File: src/rtl/data_ram_arbiter.sv
// Two-port (M0 core LSU, M1 DMA/debug) arbiter and access sequencer for the data RAM.
// Grants one requester per cycle, decodes size/alignment into lane selects and returns extended read data a cycle later.
module data_ram_arbiter #(
  parameter int PRIO_MODE  = 0,
  parameter int MEM_ADDR_W = 32
) (
  input  logic                  clk,
  input  logic                  rst_n,
  input  logic                  m0_req_i,
  input  logic                  m0_we_i,
  input  logic [MEM_ADDR_W-1:0] m0_addr_i,
  input  logic [1:0]            m0_size_i,
  input  logic                  m0_unsigned_i,
  input  logic [31:0]           m0_wdata_i,
  output logic                  m0_gnt_o,
  output logic                  m0_rvalid_o,
  output logic                  m0_err_o,
  output logic [31:0]           m0_rdata_o,
  input  logic                  m1_req_i,
  input  logic                  m1_we_i,
  input  logic [MEM_ADDR_W-1:0] m1_addr_i,
  input  logic [1:0]            m1_size_i,
  input  logic                  m1_unsigned_i,
  input  logic [31:0]           m1_wdata_i,
  output logic                  m1_gnt_o,
  output logic                  m1_rvalid_o,
  output logic                  m1_err_o,
  output logic [31:0]           m1_rdata_o,
  output logic                  ram_ce_o,
  output logic                  ram_we_o,
  output logic [MEM_ADDR_W-1:0] ram_addr_o,
  output logic [3:0]            ram_sel_o,
  output logic [31:0]           ram_data_o,
  input  logic [31:0]           ram_data_i
);

  typedef enum logic {GNT_M0 = 1'b0, GNT_M1 = 1'b1} port_e;

  localparam logic [1:0] SZ_BYTE = 2'b00;
  localparam logic [1:0] SZ_HALF = 2'b01;
  localparam logic [1:0] SZ_WORD = 2'b10;

  function automatic logic access_legal(input logic [1:0] size, input logic [1:0] a);
    case (size)
      SZ_BYTE: access_legal = 1'b1;
      SZ_HALF: access_legal = ~a[0];
      SZ_WORD: access_legal = (a == 2'b00);
      default: access_legal = 1'b0;
    endcase
  endfunction

  function automatic logic [3:0] lane_sel(input logic [1:0] size, input logic [1:0] a);
    case (size)
      SZ_BYTE: lane_sel = 4'b0001 << a;
      SZ_HALF: lane_sel = a[1] ? 4'b1100 : 4'b0011;
      SZ_WORD: lane_sel = 4'b1111;
      default: lane_sel = 4'b0000;
    endcase
  endfunction

  function automatic logic [31:0] replicate_lanes(input logic [1:0] size, input logic [31:0] wdata);
    case (size)
      SZ_BYTE: replicate_lanes = {4{wdata[7:0]}};
      SZ_HALF: replicate_lanes = {2{wdata[15:0]}};
      default: replicate_lanes = wdata;
    endcase
  endfunction

  // Shift the addressed lane(s) down to bit 0, then zero- or sign-extend.
  function automatic logic [31:0] load_extend(input logic [1:0] size, input logic [1:0] a,
                                              input logic uns, input logic [31:0] word);
    logic signed [31:0] shifted;
    shifted = word >> {a, 3'b000};
    case (size)
      SZ_BYTE: load_extend = uns ? {24'h0, shifted[7:0]}  : {{24{shifted[7]}}, shifted[7:0]};
      SZ_HALF: load_extend = uns ? {16'h0, shifted[15:0]} : {{16{shifted[15]}}, shifted[15:0]};
      default: load_extend = word;
    endcase
  endfunction

  port_e                 last_grant;
  logic                  gnt0, gnt1, any_gnt, acc_ok;
  logic                  sel_we, sel_uns;
  logic [MEM_ADDR_W-1:0] sel_addr;
  logic [1:0]            sel_size;
  logic [31:0]           sel_wdata;

  logic                  vld0_p1, vld1_p1, err_p1;
  logic [31:0]           rdata_p1;

  // Stage p0: arbitration, decode and RAM drive (combinational, gated by reset)
  always_comb begin
    gnt0 = 1'b0;
    gnt1 = 1'b0;
    if (rst_n) begin
      if (m0_req_i && (!m1_req_i || PRIO_MODE == 1 || last_grant == GNT_M1)) gnt0 = 1'b1;
      else if (m1_req_i)                                                      gnt1 = 1'b1;
    end
  end

  always_comb begin
    any_gnt   = gnt0 | gnt1;
    sel_we    = gnt1 ? m1_we_i       : m0_we_i;
    sel_uns   = gnt1 ? m1_unsigned_i : m0_unsigned_i;
    sel_addr  = gnt1 ? m1_addr_i     : m0_addr_i;
    sel_size  = gnt1 ? m1_size_i     : m0_size_i;
    sel_wdata = gnt1 ? m1_wdata_i    : m0_wdata_i;
    acc_ok    = any_gnt & access_legal(sel_size, sel_addr[1:0]);
  end

  always_comb begin
    ram_ce_o   = 1'b0;
    ram_we_o   = 1'b0;
    ram_addr_o = '0;
    ram_sel_o  = 4'b0000;
    ram_data_o = 32'h0;
    if (acc_ok) begin
      ram_ce_o   = 1'b1;
      ram_we_o   = sel_we;
      ram_addr_o = sel_addr;
      ram_sel_o  = lane_sel(sel_size, sel_addr[1:0]);
      ram_data_o = replicate_lanes(sel_size, sel_wdata);
    end
  end

  assign m0_gnt_o = gnt0;
  assign m1_gnt_o = gnt1;

  // Stage p1: registered response; rdata is cleared on reset so no stale data leaks
  always_ff @(posedge clk or negedge rst_n) begin
    if (!rst_n) begin
      last_grant <= GNT_M1;
      vld0_p1    <= 1'b0;
      vld1_p1    <= 1'b0;
      err_p1     <= 1'b0;
      rdata_p1   <= 32'h0;
    end else begin
      if (gnt0)      last_grant <= GNT_M0;
      else if (gnt1) last_grant <= GNT_M1;
      vld0_p1  <= gnt0;
      vld1_p1  <= gnt1;
      err_p1   <= any_gnt & ~acc_ok;
      rdata_p1 <= (acc_ok && !sel_we) ? load_extend(sel_size, sel_addr[1:0], sel_uns, ram_data_i)
                                      : 32'h0;
    end
  end

  assign m0_rvalid_o = vld0_p1;
  assign m0_err_o    = vld0_p1 & err_p1;
  assign m0_rdata_o  = vld0_p1 ? rdata_p1 : 32'h0;
  assign m1_rvalid_o = vld1_p1;
  assign m1_err_o    = vld1_p1 & err_p1;
  assign m1_rdata_o  = vld1_p1 ? rdata_p1 : 32'h0;

endmodule

File: config.mk
export PLATFORM = sky130hd
export DESIGN_NAME = data_ram_arbiter
export DESIGN_NICKNAME = d
export VERILOG_FILES = /design/src/rtl/data_ram_arbiter.sv
export SDC_FILE = /design/constraint.sdc
export NUM_CORES = 1
export LEC_CHECK = 0
export BUFFER_PORTS_ARGS = -buffer_cell sky130_fd_sc_hd__buf_4
export CAP_MARGIN = 15
export CORE_AREA = 5 5 117 119
export CTS_CLUSTER_SIZE = 16
export DETAILED_ROUTE_END_ITERATION = 10
export DIE_AREA = 0 0 122 124
export GPL_TIMING_DRIVEN = 0
export PLACE_DENSITY = 0.68
export SYNTH_ARGS = -nofsm -noshare
export SYNTH_HDL_FRONTEND = slang
export SYNTH_SLANG_ARGS = --single-unit
File: constraint.sdc
create_clock -name clk -period 3.4 [get_ports clk]
set_input_delay 0.17 -clock clk [delete_from_list [all_inputs] [get_ports clk]]
set_output_delay 0.17 -clock clk [all_outputs]
set_load 0.05 [all_outputs]
==> metrics, run 1 <==
worst-margin pin slew a little under 0.8 ns; Top FF cell, synth dfrtp_1; htree depth 2; min cycle time layout ~3.2 ns; Sum Neg Setup Slack 0 ns; #FFs+latches synth 36; Post-CTS Resized 0; Net Sw Power 735 uW; Die W around 120 um; capturing point of the worst reg2reg path rdata_p1[28]; WP data arrival 3.00 ns; CP Max Fanout 10; status completed; Power, Total approximately 1800 uW; commonest non-fill, non-tap cell in the layout buf_4; Max stage delay on crit path ~0.53 ns; Num Clock Sinks 36; total congestion overflow 0; DRT antenna net count 0; PortBufs approximately 310; routability cong. a little over 0.9; GRT Util Overall 0.246; worst min path class input port to flip-flop; DR pass1 iterations 4; flop2flop setup slack a little under 0.8 ns; clock skew about 0.0016 ns; # DRC 0; CP max stage cell dlygate4sd3_1; number of setup buffers added after CTS 0; row count between 40 and 50; vias in the first global route roughly 5100; max cap viols 0; Worst setup SP type input port; Synthesis Warnings 0; layout cells sized above 1 0.436; CP endpoint ram_data_o[22]; placed insts 1043; Via density 5.01; Final period util 0.932; Layout Cells excl Fill 1053; worst r2r src last_grant; RSZ-0062 raised after global routing false; Comb power frac 0.499; die area between 15000 and 20000 um^2; CP startpoint rst_n; syn_nets ~740; FF-to-FF path depth 8; Leak Pwr between 0.003 and 0.004 uW; clock tree buffer depth 2; first-pass GRT wire length between 20 and 30 mm; Core Footprint 12500 um^2; post-DP HPWL 16.7 mm; fill count ~1300; drt wl/cell around 19 um; area grow syn2layout 65.9%; Syn Area/Cell about 7.3 um^2; Clock transition at path regs around 0.050 ns; sw frac 0.402; final hold vios 0; Nets 1052; initial antenna violation count 0; P_int 1090 uW; CP Cell Sequence dlygate4sd3_1 -> buf_4 -> buf_2 -> buf_2 -> o21ai_0 -> or2_1 -> clkbuf_1 -> a211oi_1 -> buf_4; Die Ht about 120 um; Max-Slew Margin vs Limit 0.476; f_max 316 MHz; commonest non-fill, non-tap cells in the layout buf_4, nand2_1, and2_1; DRT iter0 DRCs 306; root buf cell clkbuf_16; Async SR Flop Fraction 1.00; largest net degree at the start of global routing 36; CTS Hold Bufs 2; pwr dens 269 nW/um^2; clk_lat worst skew approximately 0.28 ns; CTS tree built; Post-Route WL ~20 mm; WHS Path Cells 3; kind of critical path input port to output port; Flop pwr share 0.252; routed via count 5273; total CTS buffers 5; VDD IR max about 0.15 mV; register area share after synthesis 0.220; count of flip-flops with a built-in enable after synthesis 0; Clock Power Share 0.249; Netlist Area Pre-Place approximately 4000 um^2; Mapped Cells roughly 560; IO Pins 312; Crit. End Element output port; Netlist cell types 60; worst path required time 3.23 ns; final setup violation count 0; Slew Viols, Final 0; diode count 0; Starting Density 0.329
routing by layer:
| layer | global-route usage | up-vias | wire length [um] |
|---|---|---|---|
| met4 | 0.0882 | 0 | 509 |
| met3 | 0.0581 | 29 | 1920 |
| met5 | 0 | - | 0 |
| met1 | 0.276 | 2386 | 7210 |
| li1 | - | 2583 | - |
| met2 | 0.454 | 275 | 10400 |
synth_stat cells, types with 2 or more instances:
library cell / number / area [um^2]
nand2b_1: 8 / 50.1
o21ai_0: 18 / 90.1
nand3_1: 7 / 35.0
inv_1: 19 / 71.3
or2_1: 2 / 12.5
buf_6: 4 / 45.0
a211oi_1: 18 / 135
mux2i_1: 26 / 260
nand2_1: 119 / 447
nor2_1: 21 / 78.8
o22ai_1: 9 / 56.3
a311oi_1: 8 / 70.1
mux2_2: 13 / 146
a22oi_1: 3 / 22.5
a21oi_1: 54 / 270
clkbuf_1: 21 / 78.8
and2_1: 74 / 463
and3_1: 4 / 25.0
nor4_1: 7 / 43.8
buf_2: 17 / 85.1
a221oi_1: 7 / 61.3
o21a_1: 3 / 22.5
o21ai_1: 2 / 10.0
nor3_1: 5 / 25.0
mux4_2: 5 / 113
dfrtp_1: 35 / 876
o21ai_2: 10 / 87.6
nor2b_1: 10 / 62.6
buf_4: 3 / 22.5
critical path, delay by kind of cell:
kind / cells / cell delay [ns]
and+or+nand+nor: 1 / 0.37
AOI/OAI and AO/OA: 2 / 0.75
buffers and inverters: 6 / 1.71
worst min path at each step:
stage                        start           end
floorplan                    rst_n        err_p1
global placement             rst_n   rdata_p1[1]
detailed placement           rst_n   rdata_p1[0]
CTS                 ram_data_i[21]  rdata_p1[21]
global route        ram_data_i[21]  rdata_p1[21]
finish              ram_data_i[21]  rdata_p1[21]
power by group through the flow:
stage          Sequential (uW)  Clock (uW)  Combinational, uW
4_1_cts                    460         463                916
5_1_grt                    462         478                973
3_3_place_gp               467           0                905
3_5_place_dp               467           0                910
2_1_floorplan              466           0                533
6_report                   460         456                912
sequential cells by signal, summed over array words and instances, names as in the netlist:
name / cells
rdata_p1: 32
m0_rvalid_o: 1
m1_rvalid_o: 1
last_grant: 1
err_p1: 1
cell families (layout without fill, tap and decap cells):
logic type,count (synthesis),in the layout,share of synthesized area
simple gates,264,264,0.320
compound gates,147,147,0.240
buf+inv,68,386,0.0796
mux,46,46,0.136
flops,36,36,0.220
xor+xnor,2,2,0.00427
layout make-up:
class                   instances  area (um^2)  area share
clock buffers                   8          146      0.0215
well taps                     172          215      0.0316
plain buffers                  47          240      0.0353
multi-input cells             459         2870       0.422
inverters                      21         86.3      0.0127
repair buffers                310         2340       0.344
flip-flops and latches         36          902       0.133
stage by stage:
stage          instance area, um^2   util  worst slack, ns  hold slack, ns
2_1_floorplan                 4100      -            0.459          -0.126
3_3_place_gp                  6630  0.532            0.417           0.155
3_5_place_dp                  6630  0.532            0.414           0.158
4_1_cts                       6800  0.546            0.263           0.157
5_1_grt                       6800  0.546            0.112           0.165
6_report                      6800  0.546            0.231           0.159
Power figures use the tool's default switching activity.
==> run 2, diff against run 1 <==
--- a/constraint.sdc
+++ b/constraint.sdc
@@ -3,2 +3,2 @@
 set_output_delay 0.17 -clock clk [all_outputs]
-set_load 0.05 [all_outputs]
+set_load 0.1 [all_outputs]
==> run 2 against run 1 <==
Critical path depth is 1 higher; hold slack better by 0.0011 ns; global-route usage is 1.5 points higher; fmax is 1.1% lower; register-to-register slack better by 0.03 ns.
==> metrics, run 2 (synthesis results as in run 1) <==
multi-input logic area 2960 um^2; Nets roughly 1100; f_max ~310 MHz; pwr dens approximately 300 nW/um^2; final hold vios 0; Reg area between 900 and 1000 um^2; row count around 40; RSZ-0062 raised after global routing false; worst path required time between 3 and 4 ns; Final period util 0.942; Starting Density 0.329; Layout Cells excl Fill approximately 1100; # DRC 0; Via density 5.13; die area approximately 15000 um^2; htree depth 2; sw frac 0.456; post-DP HPWL 17.3 mm; Clock transition at path regs 0.05 ns; Worst setup SP type input port; commonest non-fill, non-tap cell in the layout buf_4; Leak Pwr roughly 0.0035 uW; VDD IR max ~0.18 mV; setup ws final roughly 0.2 ns; clk_lat worst skew roughly 0.28 ns; PortBufs 308; GRT Util Overall 0.261; total CTS buffers 5; total congestion overflow 0; layout cells sized above 1 0.457; max cap viols 0; Max-Slew Margin vs Limit 0.500; worst-margin pin slew about 0.75 ns; Core Footprint 12500 um^2; clock skew 0.00170 ns; WP data arrival ~3.0 ns; Die W ~120 um; largest net degree at the start of global routing 36; area grow syn2layout 68.5%; first-pass GRT wire length about 30 mm; Comb power frac 0.541; number of setup buffers added after CTS 0; kind of critical path input port to output port; hold_ws 0.160 ns; Crit. End Element output port; final setup violation count 0; Sum Neg Setup Slack 0 ns; Num Clock Sinks 36; DR pass1 iterations 5; Slew Viols, Final 0; IO Pins around 310; DRT iter0 DRCs slightly below 300; DRT antenna net count 0; placed insts about 1000; Clock Power Share 0.241; clock tree buffer depth 2; commonest non-fill, non-tap cells in the layout buf_4, nand2_1, and2_1; Flop pwr share 0.217; status completed; vias in the first global route approximately 5400; max reg flops 32; initial antenna violation count 0; fill count around 1300; min cycle time layout between 3 and 4 ns; routability cong. 0.871; diode count 0; routed via count 5402; Place WS ~0.31 ns; Die Ht between 100 and 150 um; P_int around 1100 uW; Net Sw Power around 960 uW; drt wl/cell between 15 and 20 um; Post-Route WL 21.0 mm; CP Max Fanout 10; worst min path class input port to flip-flop; Top reg by flops rdata_p1; root buf cell clkbuf_16; CTS tree built
## run 2: cell types whose count changed in the layout (fill, tap and decap cells not counted), moves of 7 or more
| cell | change |
|---|---|
| a311oi_2 | +7 |
| a21oi_1 | -10 |
| a311oi_1 | -7 |
| a21oi_2 | +10 |
## run 2: timing repair
action | 4_1_cts | 5_1_grt
hold buffers | 2 | 0
endpoints found under the hold margin | 35 | 0
resized for setup | 0 | 2
setup endpoints to repair | 0 | 2
## run 2: through the flow
stage	power [uW]	area, um^2	utilization
after floorplan	1230	4180	-
after global placement	1590	6710	0.538
after detailed placement	1600	6710	0.538
after CTS	2110	6900	0.554
after global routing	2200	6910	0.554
final	2110	6910	0.554
## run 2: power by group through the flow
stage,logic [uW],registers [uW],clock network [uW]
floorplan,754,473,0
global placement,1130,467,0
detailed placement,1130,467,0
CTS,1140,460,511
global route,1210,462,532
finish,1140,460,510
## run 2: cell type report
cell class              instances  share of cell area
plain buffers                  47              0.0348
clock buffers                   6              0.0187
clock inverters                 2             0.00507
inverters                      21              0.0125
multi-input cells             459               0.428
flip-flops and latches         36               0.131
well taps                     172              0.0312
repair buffers                310               0.339
## run 2: path summary, 6_finish.rpt
kind	startpoint	endpoint	slack, ns	depth (start not counted)
worst max register to register	last_grant	rdata_p1[11]	0.82	6
worst min-delay path	ram_data_i[29]	rdata_p1[29]	0.16	3
worst min register to register	last_grant	last_grant	0.59	1
min in group asynchronous	rst_n	last_grant	0.45	2
worst max-delay path	rst_n	ram_addr_o[19]	0.20	10
max in group asynchronous	rst_n	rdata_p1[14]	2.75	3
## run 2: routing by layer
metal	vias up	wire length (um)	GRT usage
met3	28	2100	0.0677
met5	-	0	0
li1	2584	-	-
met1	2501	7540	0.296
met4	0	484	0.0721
met2	289	10900	0.484
## run 2: worst max-delay path, stage by stage
cell	delay (ns)
dlygate4sd3_1	0.53
buf_4	0.17
buf_2	0.23
buf_2	0.24
o21ai_1	0.22
or2_1	0.32
buf_2	0.22
buf_2	0.24
a21oi_1	0.31
buf_4	0.36
==> run 3, diff against run 2 <==
Settings changed: BUFFER_PORTS_ARGS -buffer_cell sky130_fd_sc_hd__buf_4 to not set, CORE_AREA 5 5 117 119 to 5 5 118 120, DIE_AREA 0 0 122 124 to 0 0 123 125, DONT_BUFFER_PORTS set to 1, PLACE_DENSITY 0.68 to not set.
==> run 3 against run 2 <==
Clock skew increased by 0.0021 ns; largest power group unchanged; critical path depth decreased by 2; clock-buffer cell count unchanged.
==> metrics, run 3 (synthesis results as in run 1) <==
Final period util 0.989; Top delay family on crit path compound AO/OA/AOI/OAI gates; Comb power frac 0.513; Die Ht 125 um; CP dominant cell by count buf_2; DRT antenna net count 0; htree depth 2; worst-margin pin slew between 1 and 1.5 ns; Cell Area, Placed 4930 um^2; routability cong. about 0.94; CP Cell Sequence a21boi_4 -> nand2_8 -> inv_8 -> mux2i_1 -> or2_1 -> buf_2 -> buf_2 -> a21oi_2; Worst setup SP type flip-flop; total congestion overflow 0; first-pass GRT wire length roughly 29 mm; status completed; Place WS 0.0325 ns; Final Instance Area approximately 5400 um^2; Slew Viols, Final 0; Net Sw Power 986 uW; die area between 15000 and 20000 um^2; clk_lat worst skew 0.28 ns; CTS tree built; Die W between 100 and 150 um; CP max stage cell a21oi_2; layout cells sized above 1 0.262; Flop pwr share 0.231; capturing point of the worst reg2reg path rdata_p1[7]; post-DP HPWL 16.7 mm; Max stage delay on crit path 0.95 ns; WHS Endpoint rdata_p1[29]; area grow syn2layout 31.8%; drt wl/cell about 26 um; GR Util met2 0.462; Post-Route WL 20.1 mm; final hold vios 0; min cycle time layout around 3.4 ns; Top reg by flops rdata_p1; largest net degree at the start of global routing 37; Buf+Inv Stages, Crit Path 3; hold_ws 0.0227 ns; max reg flops 32; max cap viols 0; worst r2r src last_grant; commonest non-fill, non-tap cells in the layout nand2_1, and2_1, dfrtp_1; f_max between 200 and 300 MHz; setup ws final ~0.038 ns; DR pass1 iterations 5; Final Core Density 0.420; DRT iter0 DRCs around 230; Clock Power Share 0.256; Via density around 5.7; Power, Total ~2000 uW; clock skew 0.00382 ns; kind of critical path flip-flop to output port; IO Pins 312; initial antenna violation count 0; Core Footprint 12900 um^2; GRT Util Overall 0.248; WHS Path Cells 2; VDD IR max roughly 0.16 mV; Starting Density 0.318; routed via count 4361; total CTS buffers 5; Clock transition at path regs 0.05 ns; FF-to-FF path depth 6; Num Clock Sinks 36; gr busiest metal met2; pwr dens about 370 nW/um^2; Crit. End Element output port; met1 Use GR 0.247; sw frac 0.491; PortBufs 0; vias in the first global route roughly 4600; met3 Use GR 0.0863; Leak Pwr 0.00212 uW; Nets between 700 and 800; Hold Startpoint ram_data_i[29]; root buf cell clkbuf_16; final setup violation count 0; flop2flop setup slack approximately 0.9 ns; diode count 0; critical path depth 8; WP data arrival ~3.2 ns; RSZ-0062 raised after global routing true; P_int ~1000 uW; worst path required time 3.23 ns; worst min path class input port to flip-flop; Max-Slew Margin vs Limit 0.156; # DRC 0; CP Max Fanout 10; commonest non-fill, non-tap cell in the layout nand2_1; clock tree buffer depth 2; row count 42
-- run 3: cell count changes in the layout (fill, tap and decap cells not counted), moves of 8 or more --
| cell | change |
|---|---|
| a21oi_1 | -29 |
| buf_4 | -305 |
| a211oi_4 | +8 |
| a21oi_4 | +29 |
-- run 3: worst max-delay path by stage --
stage / startpoint / endpoint
after global placement: last_grant / ram_data_o[10]
after CTS: last_grant / ram_addr_o[3]
after floorplan: last_grant / ram_data_o[10]
after global routing: last_grant / ram_addr_o[4]
final: last_grant / ram_addr_o[3]
after detailed placement: last_grant / ram_addr_o[24]
-- run 3: per-stage QoR --
stage          cells  TNS (ns)
3_3_place_gp     739    -15.60
2_1_floorplan    563     -4.23
4_1_cts          758    -0.114
5_1_grt          761    -0.654
3_5_place_dp     748         0
6_report         761         0
-- run 3: power groups by stage --
stage | sequential (uW) | clock, uW | combinational, uW
detailed placement | 472 | 0 | 975
CTS | 464 | 521 | 1000
global placement | 479 | 0 | 867
global route | 467 | 537 | 1080
finish | 464 | 514 | 1030
floorplan | 473 | 0 | 754
-- run 3: routing by layer --
| layer | up-vias | part of all wire |
|---|---|---|
| li1 | 1995 | - |
| met4 | 0 | 0.042 |
| met3 | 42 | 0.10 |
| met2 | 233 | 0.53 |
| met1 | 2091 | 0.33 |
| met5 | - | 0 |
-- run 3: worst reg2reg max path: cells and delay by family (launching register included) --
| kind | cells | cell delay (ns) |
|---|---|---|
| buf+inv | 1 | 0.83 |
| simple gates | 2 | 0.34 |
| flops | 1 | 0.58 |
| compound gates | 3 | 0.66 |
-- run 3: area by class of cell --
type	count	area, um^2
plain buffers	47	253
clock inverters	2	35.0
clock buffers	6	129
fillers	1299	7470
repair buffers	14	260
multi-input cells	459	3510
well taps	176	220
inverters	21	91.3
flip-flops and latches	36	902
-- run 3: what timing repair did --
action,4_1_cts,5_1_grt
hold endpoints to repair,36,0
gates cloned,0,0
pin swaps,1,3
buffers inserted,0,3
endpoints found under the setup margin,23,48
gates resized for setup,14,29
hold buffers,2,0
